`src/rtl/class_tree_pkg.sv`:
```
// Shared types and helpers for the run-time-loadable decision-tree engine.
package class_tree_pkg;

    localparam int unsigned FW_DEF = 6;
    localparam int unsigned AW_DEF = 7;
    localparam int unsigned CW_DEF = 1;

    typedef enum logic [1:0] {
        ST_IDLE = 2'd0,
        ST_WALK = 2'd1,
        ST_DONE = 2'd2
    } state_t;

    // Node word, MSB first: leaf, feature index, true child, false child (class in low bits).
    typedef struct packed {
        logic              leaf;
        logic [FW_DEF-1:0] feat;
        logic [AW_DEF-1:0] t_child;
        logic [AW_DEF-1:0] f_child;
    } node_t;

    function automatic int unsigned node_width(input int unsigned fw, input int unsigned aw);
        return 1 + fw + 2 * aw;
    endfunction

    localparam int unsigned NW_DEF = node_width(FW_DEF, AW_DEF);

    function automatic logic node_leaf(input node_t n);
        return n.leaf;
    endfunction

    function automatic logic [CW_DEF-1:0] node_class(input node_t n);
        return n.f_child[CW_DEF-1:0];
    endfunction

    function automatic node_t make_branch(input int unsigned feat, input int unsigned t_child,
                                          input int unsigned f_child);
        node_t n;
        n.leaf    = 1'b0;
        n.feat    = FW_DEF'(feat);
        n.t_child = AW_DEF'(t_child);
        n.f_child = AW_DEF'(f_child);
        return n;
    endfunction

    function automatic node_t make_leaf(input int unsigned cls);
        node_t n;
        n.leaf    = 1'b1;
        n.feat    = '0;
        n.t_child = '0;
        n.f_child = AW_DEF'(cls);
        return n;
    endfunction

endpackage

```
`src/rtl/class_tree_node_ram.sv`:
```
// Node table: register file with one synchronous write and one combinational read port.
module class_tree_node_ram #(
    parameter int unsigned AW = 7,
    parameter int unsigned NW = 21
) (
    input  logic          clk,
    input  logic          rst_n,
    input  logic          we_i,
    input  logic [AW-1:0] waddr_i,
    input  logic [NW-1:0] wdata_i,
    input  logic [AW-1:0] raddr_i,
    output logic [NW-1:0] rdata_o
);

    localparam int unsigned DEPTH = 1 << AW;

    logic [NW-1:0] mem_q [DEPTH];

    always_ff @(posedge clk or negedge rst_n) begin
        if (!rst_n) begin
            for (int unsigned k = 0; k < DEPTH; k++) begin
                mem_q[k] <= '0;
            end
        end else if (we_i) begin
            mem_q[waddr_i] <= wdata_i;
        end
    end

    assign rdata_o = mem_q[raddr_i];

endmodule

```
`src/rtl/class_tree_engine.sv`:
```
// Sequential decision-tree classifier: one node per clock over a run-time loaded table.
module class_tree_engine
    import class_tree_pkg::*;
#(
    parameter int unsigned N_FEAT    = 51,
    parameter int unsigned FW        = 6,
    parameter int unsigned AW        = 7,
    parameter int unsigned CW        = 1,
    parameter int unsigned MAX_DEPTH = 16
) (
    input  logic                         clk,
    input  logic                         rst_n,
    input  logic                         in_valid,
    output logic                         in_ready,
    input  logic [N_FEAT-1:0]            i,
    output logic                         out_valid,
    input  logic                         out_ready,
    output logic [CW-1:0]                o,
    output logic                         err,
    input  logic                         cfg_we,
    input  logic [AW-1:0]                cfg_addr,
    input  logic [node_width(FW, AW)-1:0] cfg_wdata,
    output logic                         cfg_busy
);

    localparam int unsigned NW = node_width(FW, AW);
    localparam int unsigned DW = (MAX_DEPTH > 1) ? $clog2(MAX_DEPTH) : 1;

    state_t              state_q, state_d;
    logic [N_FEAT-1:0]   i_lat_q, i_lat_d;
    logic [AW-1:0]       ptr_q, ptr_d;
    logic [DW-1:0]       depth_q, depth_d;
    logic [CW-1:0]       o_q, o_d;
    logic                err_q, err_d;

    logic [NW-1:0]       node_word;
    logic                n_leaf;
    logic [FW-1:0]       n_feat;
    logic [AW-1:0]       n_t_child;
    logic [AW-1:0]       n_f_child;
    logic                feat_oob;
    logic                depth_last;
    logic                cfg_wr_en;

    // Table writes land only while idle, so a sample accepted alongside sees the new word.
    assign cfg_wr_en = cfg_we && (state_q == ST_IDLE);

    class_tree_node_ram #(
        .AW (AW),
        .NW (NW)
    ) u_node_ram (
        .clk     (clk),
        .rst_n   (rst_n),
        .we_i    (cfg_wr_en),
        .waddr_i (cfg_addr),
        .wdata_i (cfg_wdata),
        .raddr_i (ptr_q),
        .rdata_o (node_word)
    );

    assign n_leaf     = node_word[NW-1];
    assign n_feat     = node_word[NW-2 -: FW];
    assign n_t_child  = node_word[2*AW-1 -: AW];
    assign n_f_child  = node_word[AW-1:0];
    assign feat_oob   = 32'(n_feat) >= N_FEAT;
    assign depth_last = depth_q == DW'(MAX_DEPTH - 1);

    always_ff @(posedge clk or negedge rst_n) begin
        if (!rst_n) begin
            state_q <= ST_IDLE;
            i_lat_q <= '0;
            ptr_q   <= '0;
            depth_q <= '0;
            o_q     <= '0;
            err_q   <= 1'b0;
        end else begin
            state_q <= state_d;
            i_lat_q <= i_lat_d;
            ptr_q   <= ptr_d;
            depth_q <= depth_d;
            o_q     <= o_d;
            err_q   <= err_d;
        end
    end

    always_comb begin
        state_d = state_q;
        i_lat_d = i_lat_q;
        ptr_d   = ptr_q;
        depth_d = depth_q;
        o_d     = o_q;
        err_d   = err_q;
        unique case (state_q)
            ST_IDLE: begin
                if (in_valid) begin
                    i_lat_d = i;
                    ptr_d   = '0;
                    depth_d = '0;
                    state_d = ST_WALK;
                end
            end
            ST_WALK: begin
                // Leaf wins over the error checks; depth limit also terminates table loops.
                if (n_leaf) begin
                    o_d     = n_f_child[CW-1:0];
                    err_d   = 1'b0;
                    state_d = ST_DONE;
                end else if (feat_oob || depth_last) begin
                    o_d     = '0;
                    err_d   = 1'b1;
                    state_d = ST_DONE;
                end else begin
                    ptr_d   = i_lat_q[n_feat] ? n_t_child : n_f_child;
                    depth_d = depth_q + DW'(1);
                end
            end
            ST_DONE: begin
                if (out_ready) begin
                    state_d = ST_IDLE;
                end
            end
            default: state_d = ST_IDLE;
        endcase
    end

    assign in_ready  = state_q == ST_IDLE;
    assign out_valid = state_q == ST_DONE;
    assign cfg_busy  = state_q != ST_IDLE;
    assign o         = o_q;
    assign err       = err_q;

endmodule
```
`config.mk`:
```
export PLATFORM = sky130hd
export DESIGN_NAME = class_tree_engine
export DESIGN_NICKNAME = d
export VERILOG_FILES = /design/src/rtl/class_tree_pkg.sv /design/src/rtl/class_tree_node_ram.sv /design/src/rtl/class_tree_engine.sv
export SDC_FILE = /design/constraint.sdc
export NUM_CORES = 2
export LEC_CHECK = 0
export CELL_PAD_IN_SITES_DETAIL_PLACEMENT = 1
export CELL_PAD_IN_SITES_GLOBAL_PLACEMENT = 1
export CORE_ASPECT_RATIO = 0.9
export CORE_MARGIN = 1
export CORE_UTILIZATION = 50
export CTS_CLUSTER_SIZE = 10
export DETAILED_ROUTE_END_ITERATION = 8
export HOLD_SLACK_MARGIN = 0.1
export PLACE_DENSITY_LB_ADDON = 0.2
export SYNTH_ARGS = -nofsm -noshare
export SYNTH_HDL_FRONTEND = slang
export SYNTH_HIERARCHICAL = 1
export SYNTH_SLANG_ARGS = --single-unit
```
`constraint.sdc`:
```
create_clock -name clk -period 5.35 [get_ports clk]
set_clock_uncertainty 0.1 [all_clocks]
set_input_delay 1.07 -clock clk [delete_from_list [all_inputs] [get_ports clk]]
set_output_delay 1.07 -clock clk [all_outputs]
set_load 0.02 [all_outputs]
```
* Word level (Yosys, flattened, before mapping)
Cells that the tools add are included.
** Word-level totals
- Flip-flop bits (word level) :: 2754
- RAM bits :: 0
- Memories :: 0
- Latch bits :: 0
- Word-level logic and storage cells :: 187
- Output and inout bits :: 5
- ROM bits :: 0
** Cells by class
- Add/subtract/negate cells :: 1
- Bitwise logic cells :: 2
- Order comparisons :: 5
- $mul :: 0
- Reduce and logical (&&, ||, !) cells :: 11
- Equality and inequality tests :: 8
- Shift operators :: 0
- Divide/modulo/power cells :: 0
- Mux-type cells :: 26
** Operators by type and width (number)
- bitwise mux 2688 bit :: 1
- binary-select mux 21 bit (select 7 bit) :: 1
- demux 21 bit (select 7 bit) :: 1
- 2-to-1 mux 21 bit :: 3
- 2-to-1 mux 7 bit :: 4
- greater-or-equal comparator 8 bit, second input constant :: 2
- inverter 7 -> 8 bit :: 2
- case mux 7 bit (2 select lines) :: 1
- 2-to-1 mux 4 bit :: 3
- < comparator 8 x 1 -> 1 bit, second input constant :: 1
- 2-to-1 mux 2 bit :: 4
- case mux 4 bit (2 select lines) :: 1
- < comparator 6 x 7 -> 1 bit, second input constant :: 1
- binary-select mux 1 bit (select 6 bit) :: 1
- greater-or-equal comparator 6 bit, second input constant :: 1
- inequality test 2 bit, second input constant :: 3
- case mux 2 bit (3 select lines) :: 1
- nonzero test 2 bit :: 3
- 2-to-1 mux 1 bit :: 5
- adder 4 x 1 -> 4 bit, second input constant :: 1
- equality test 4 bit, second input constant :: 1
- AND reduction 2 bit :: 2
- AND reduction 4 bit :: 1
- inequality test 3 bit, second input constant :: 1
- other kinds (7) :: 8

* Longest topological paths before layout
- Word-level depth :: 10
- Mapped depth :: 17
- Depth with buffers taken out :: 11

* Hierarchy
The synthesis kept the hierarchy.
** By module, submodules not included
- class_tree_node_ram :: cells each 7216, area each 121391.4 sq um, times used 1
- class_tree_engine :: cells each 236, area each 3200.6 sq um, times used 1

* Worst setup path after synthesis
Ideal clock, no wire load.
- Kind :: flip-flop to flip-flop
- Start point :: reg ptr_q[2]
- End point :: reg ptr_q[0]
- Data required time :: 5123 ps
- Buffers on the path :: 6
- Library setup time :: 127 ps
- Clock period less this slack :: 4444 ps
- Slack :: 906 ps
- Cell stages (with the launch flop) :: 17
- Arrival :: 4217 ps
- Cell sequence :: dfrtp_1 > clkbuf_1 > buf_2 > clkbuf_1 > clkbuf_1 > mux4_2 > mux4_2 > mux4_2 > mux2_2 > buf_6 > mux4_1 > mux2i_1 > nor4b_1 > or2_1 > buf_6 > a32oi_1 > nand3_1
** On the way
- Longest elaborated chain between the ends :: 10
- Elaborated cells on any way between the ends :: 15
** RTL lines
- start, declared :: line class_tree_engine.sv:31 : logic [AW-1:0] ptr_q, ptr_d;
- start signal, assigned :: line class_tree_engine.sv:79 : ptr_q <= ptr_d;
- inverter 7 -> 8 bit (implied by the code) (*) :: line class_tree_node_ram.sv:29 : assign rdata_o = mem_q[raddr_i];
- binary-select mux 21 bit (select 7 bit) (*) :: line class_tree_node_ram.sv:29
- 2-to-1 mux 21 bit (implied by the code) (*) (2 in series) :: line class_tree_node_ram.sv:29
- via node_word[15] :: line class_tree_engine.sv:36 : logic [NW-1:0] node_word;
- binary-select mux 1 bit (select 6 bit) :: line class_tree_engine.sv:113 : ptr_d = i_lat_q[n_feat] ? n_t_child : n_f_child;
- 2-to-1 mux 1 bit (implied by the code) :: line class_tree_engine.sv:113
- 2-to-1 mux 7 bit :: line class_tree_engine.sv:113
- 2-to-1 mux 7 bit :: line class_tree_engine.sv:108 : end else if (feat_oob || depth_last) begin
- 2-to-1 mux 7 bit :: line class_tree_engine.sv:104 : if (n_leaf) begin
- case mux 7 bit (2 select lines) :: line class_tree_engine.sv:93 : unique case (state_q)
Mark *: on every way through the listed nets, which the timed path passes. The rest lies on a longest branch. The select of a mux whose other input is x is not followed.
A chain may end at the register's enable or synchronous reset.

* Final worst setup path
- Start point :: reg ptr_q[0]
- End point :: reg ptr_q[6]
The elaborated chain is that of the path after synthesis.

==> out/metrics.cfg <==
[yosys]
synth_top_area_frac = 0.553
synth_warnings = 6
yosys.area.top_type = dfrtp_1
syn_nets = 7537
syn-cell-area_um2 = 125000
yosysUniqueCellTypes = 46
ys.flop_type = dfrtp_1
yosysSeqAreaShare = 0.553
ys_ff_latch = 2754
synth_edf_count = 0
synth.avg_cell_area_um2 = 16.7
syn-instance-count = 7452
synth_area_leaders = dfrtp_1 55%, mux2_2 25%, mux4_2 16%, clkbuf_1 1.8%, buf_2 0.28%
async_flop_share = 1.00

[clock_network]
clk_path_buf_depth = 4
cts_tree = yes
clock_sinks = 2754
clk_latency_ps = 870
root_buffer = clkbuf_16
tritoncts.num_buffers = 323
htreeDepth = 5
cts.clk_slew.worst_paths_ps = 60

[timing]
timing.fmax_ghz = 0.194
maxSlewViolCount = 0
finalHoldViolCount = 0
finalSetupViolations = 0
worst_pin_slew_ps = 1150
fin_crit_sh = 0.965
tns_ps = 0
finalCriticalPeriod_ps = 5160
slew_headroom = 0.232
rsz0062_at_grt = false

[cells_and_area]
fin_area_um2 = 138000
area_growth_pct = 11.0
multi_input_area_um2 = 52700
nFillCells = 21800
nets = 7490
drive_gt1_frac = 0.591
ff_latch_area_um2 = 68900

[power_and_ir_drop]
clkPwrFrac = 0.410
seqPwrFrac = 0.488
power_leakage_nw = 65.5
p_switching_mw = 11.5
p_per_area_nw_per_um2 = 339
peakVddDrop_uv = 230
swShare = 0.246
intPower_mw = 35.3
combPwrFrac = 0.102

[route]
routed_wl_um = 361000
via_per_inst = 6.43
drc_errors = 0
routed.top_layer = met5
postRouteAntennaNets = 0
drtIter0Drc = 5237
wire_per_inst_um = 33.4
wl_met1_um = 161000
routed-wl-met3_um = 22100
wl_met2_um = 167000
via_count = 69400
drt-pass1-iter-count = 5

[critical_path]
r2r_cells = 13
endpoint = ptr_q[6]
critPathArrivalTime_ps = 5810
path_cells = buf_12 -> buf_12 -> mux4_2 -> mux4_2 -> mux4_2 -> mux2_2 -> mux4_1 -> mux2i_1 -> nor4b_1 -> buf_4 -> or2_1 -> a32oi_1 -> nand3_1
crit_path_start_kind = flip-flop
cp_common_cell = mux4_2
timing.rr.end = ptr_q[6]
crit_required_ps = 6000
reg2reg_slack_ps = 190
cpMaxStageDelayCell = mux4_2
max_stage_delay_ps = 570
end_kind = flip-flop
path_class = flip-flop to flip-flop
reg2reg_from = ptr_q[0]
worst-path-max-fanout = 31
critPathLaunch = ptr_q[0]

[floorplanning]
pin_count = 89
dieHeight_um = 476
initial_utilization = 0.504
num_rows = 173
die-area_um2 = 251000
core_area_um2 = 247000
die_w_um = 528

[global_route]
grt_use_total = 0.295
grt_start_max_net_pins = 150
grt-ovfl-total = 0
antenna_found_initial = 31
grt_pass1_vias = 77000
grt_pass1_wl_um = 543000

[placement]
portBuffers = 88
dp_hpwl_um = 218000
postPlaceCellArea_um2 = 130000
place_congestion = 0.849

[run]
drv_cap = 0

[status]
outcome = complete, no violations

[min_path]
hold_class = flip-flop to flip-flop

-- layer usage --
metal  track usage  vias to the layer above
li1              -                    27600
met1         0.432                    39300
met2         0.453                     1857
met3        0.0524                      634
met4        0.0876                       14
met5             0                        -
-- metrics by stage --
stage / total power, mW / setup slack (ps) / util / hold WS [ps] / cells
global route: 48.5 / 48.5 / 0.559 / 408 / 10800
detailed placement: 27.9 / 138 / 0.524 / 388 / 10400
floorplan: 26.0 / 906 / - / 354 / 7452
CTS: 47.3 / 128 / 0.558 / 401 / 10800
global placement: 27.7 / 166 / 0.524 / 381 / 10400
finish: 46.8 / 187 / 0.559 / 398 / 10800
-- cell families after synthesis --
logic type	after synthesis	synth area share
fa+ha+maj	1	0.000100
xor+xnor	1	0.0000703
compound gates	25	0.00178
buf+inv	781	0.0251
flops	2754	0.553
simple gates	227	0.00825
mux	3663	0.412
-- cells in the mapped netlist (2+ instances only) --
library cell and n:
and2_1 3, o22ai_1 3, nand3_1 20, buf_6 13, dfrtp_1 2754, nor2_1 56
mux4_2 889, mux2_2 2765, or2_2 4, nand2_1 87, nor2b_1 6, nand2b_1 11
nand3b_1 2, nand4_1 10, and3_1 3, clkbuf_1 609, buf_1 85, nor3_1 13
buf_4 2, nor4_1 6, a21oi_1 2, or2_1 2, inv_1 2, o21ai_0 3
a32oi_1 7, mux4_1 2, buf_2 69, mux2i_1 6
-- power groups by stage --
stage / Sequential (mW) / Clock, mW / Combinational, mW
after floorplan: 22.8 / 0 / 3.13
after global placement: 23.1 / 0 / 4.61
after detailed placement: 23.2 / 0 / 4.76
after CTS: 22.8 / 19.6 / 4.79
after global routing: 23.0 / 20.4 / 5.11
final: 22.9 / 19.2 / 4.77
-- final cells by class --
| cell class | count | area share |
|---|---|---|
| antenna | 11 | 0.000199 |
| inverter | 3 | 0.0000814 |
| multi-input combinational | 3917 | 0.381 |
| clock inverter | 16 | 0.00130 |
| sequential | 2754 | 0.498 |
| timing repair buffer | 406 | 0.0275 |
| clock buffer | 370 | 0.0611 |
| tap | 3325 | 0.0301 |
-- how the worst min path moves through the flow --
| stage | startpoint | end | slack, ps | depth (start not counted) |
|---|---|---|---|---|
| after detailed placement | u_node_ram/mem_q[2084] | u_node_ram/mem_q[2084] | 390 | 1 |
| after CTS | u_node_ram/mem_q[2084] | u_node_ram/mem_q[2084] | 400 | 1 |
| after global routing | u_node_ram/mem_q[2055] | u_node_ram/mem_q[2055] | 410 | 1 |
| after global placement | u_node_ram/mem_q[1246] | u_node_ram/mem_q[1246] | 380 | 1 |
| after floorplan | ptr_q[1] | ptr_q[1] | 350 | 2 |
| final | u_node_ram/mem_q[360] | u_node_ram/mem_q[360] | 400 | 1 |
-- sequential cells by signal, indices dropped and copies added (netlist names) --
signal,cells
u_node_ram/mem_q,2688
i_lat_q,51
ptr_q,7
depth_q,4
state_q,2
err,1
o,1
-- layout by cell type (no fill, tap or decap), drive strengths merged, types with 13 or more instances in the layout --
cell	count
nand2	87
nor3	13
nand3	20
mux2	2766
clkdlybuf4s50	66
nor2	56
dfrtp	2754
mux4	891
buf	339
clkbuf	370
-- critical path: cells and delay by family (launching register included) --
family	cells	cell delay, ps
DFF	1	470
buffers and inverters	3	550
muxes	6	2870
and+or+nand+nor	3	640
AOI/OAI and AO/OA	1	330
-- what timing repair did --
item                                   4_1_cts  5_1_grt
endpoints found under the hold margin       15        0
setup buffers                                0        5
gates resized for setup                      0        4
setup endpoints to repair                    0        7
hold buffers                                 1        0
Power figures use the tool's default switching activity.
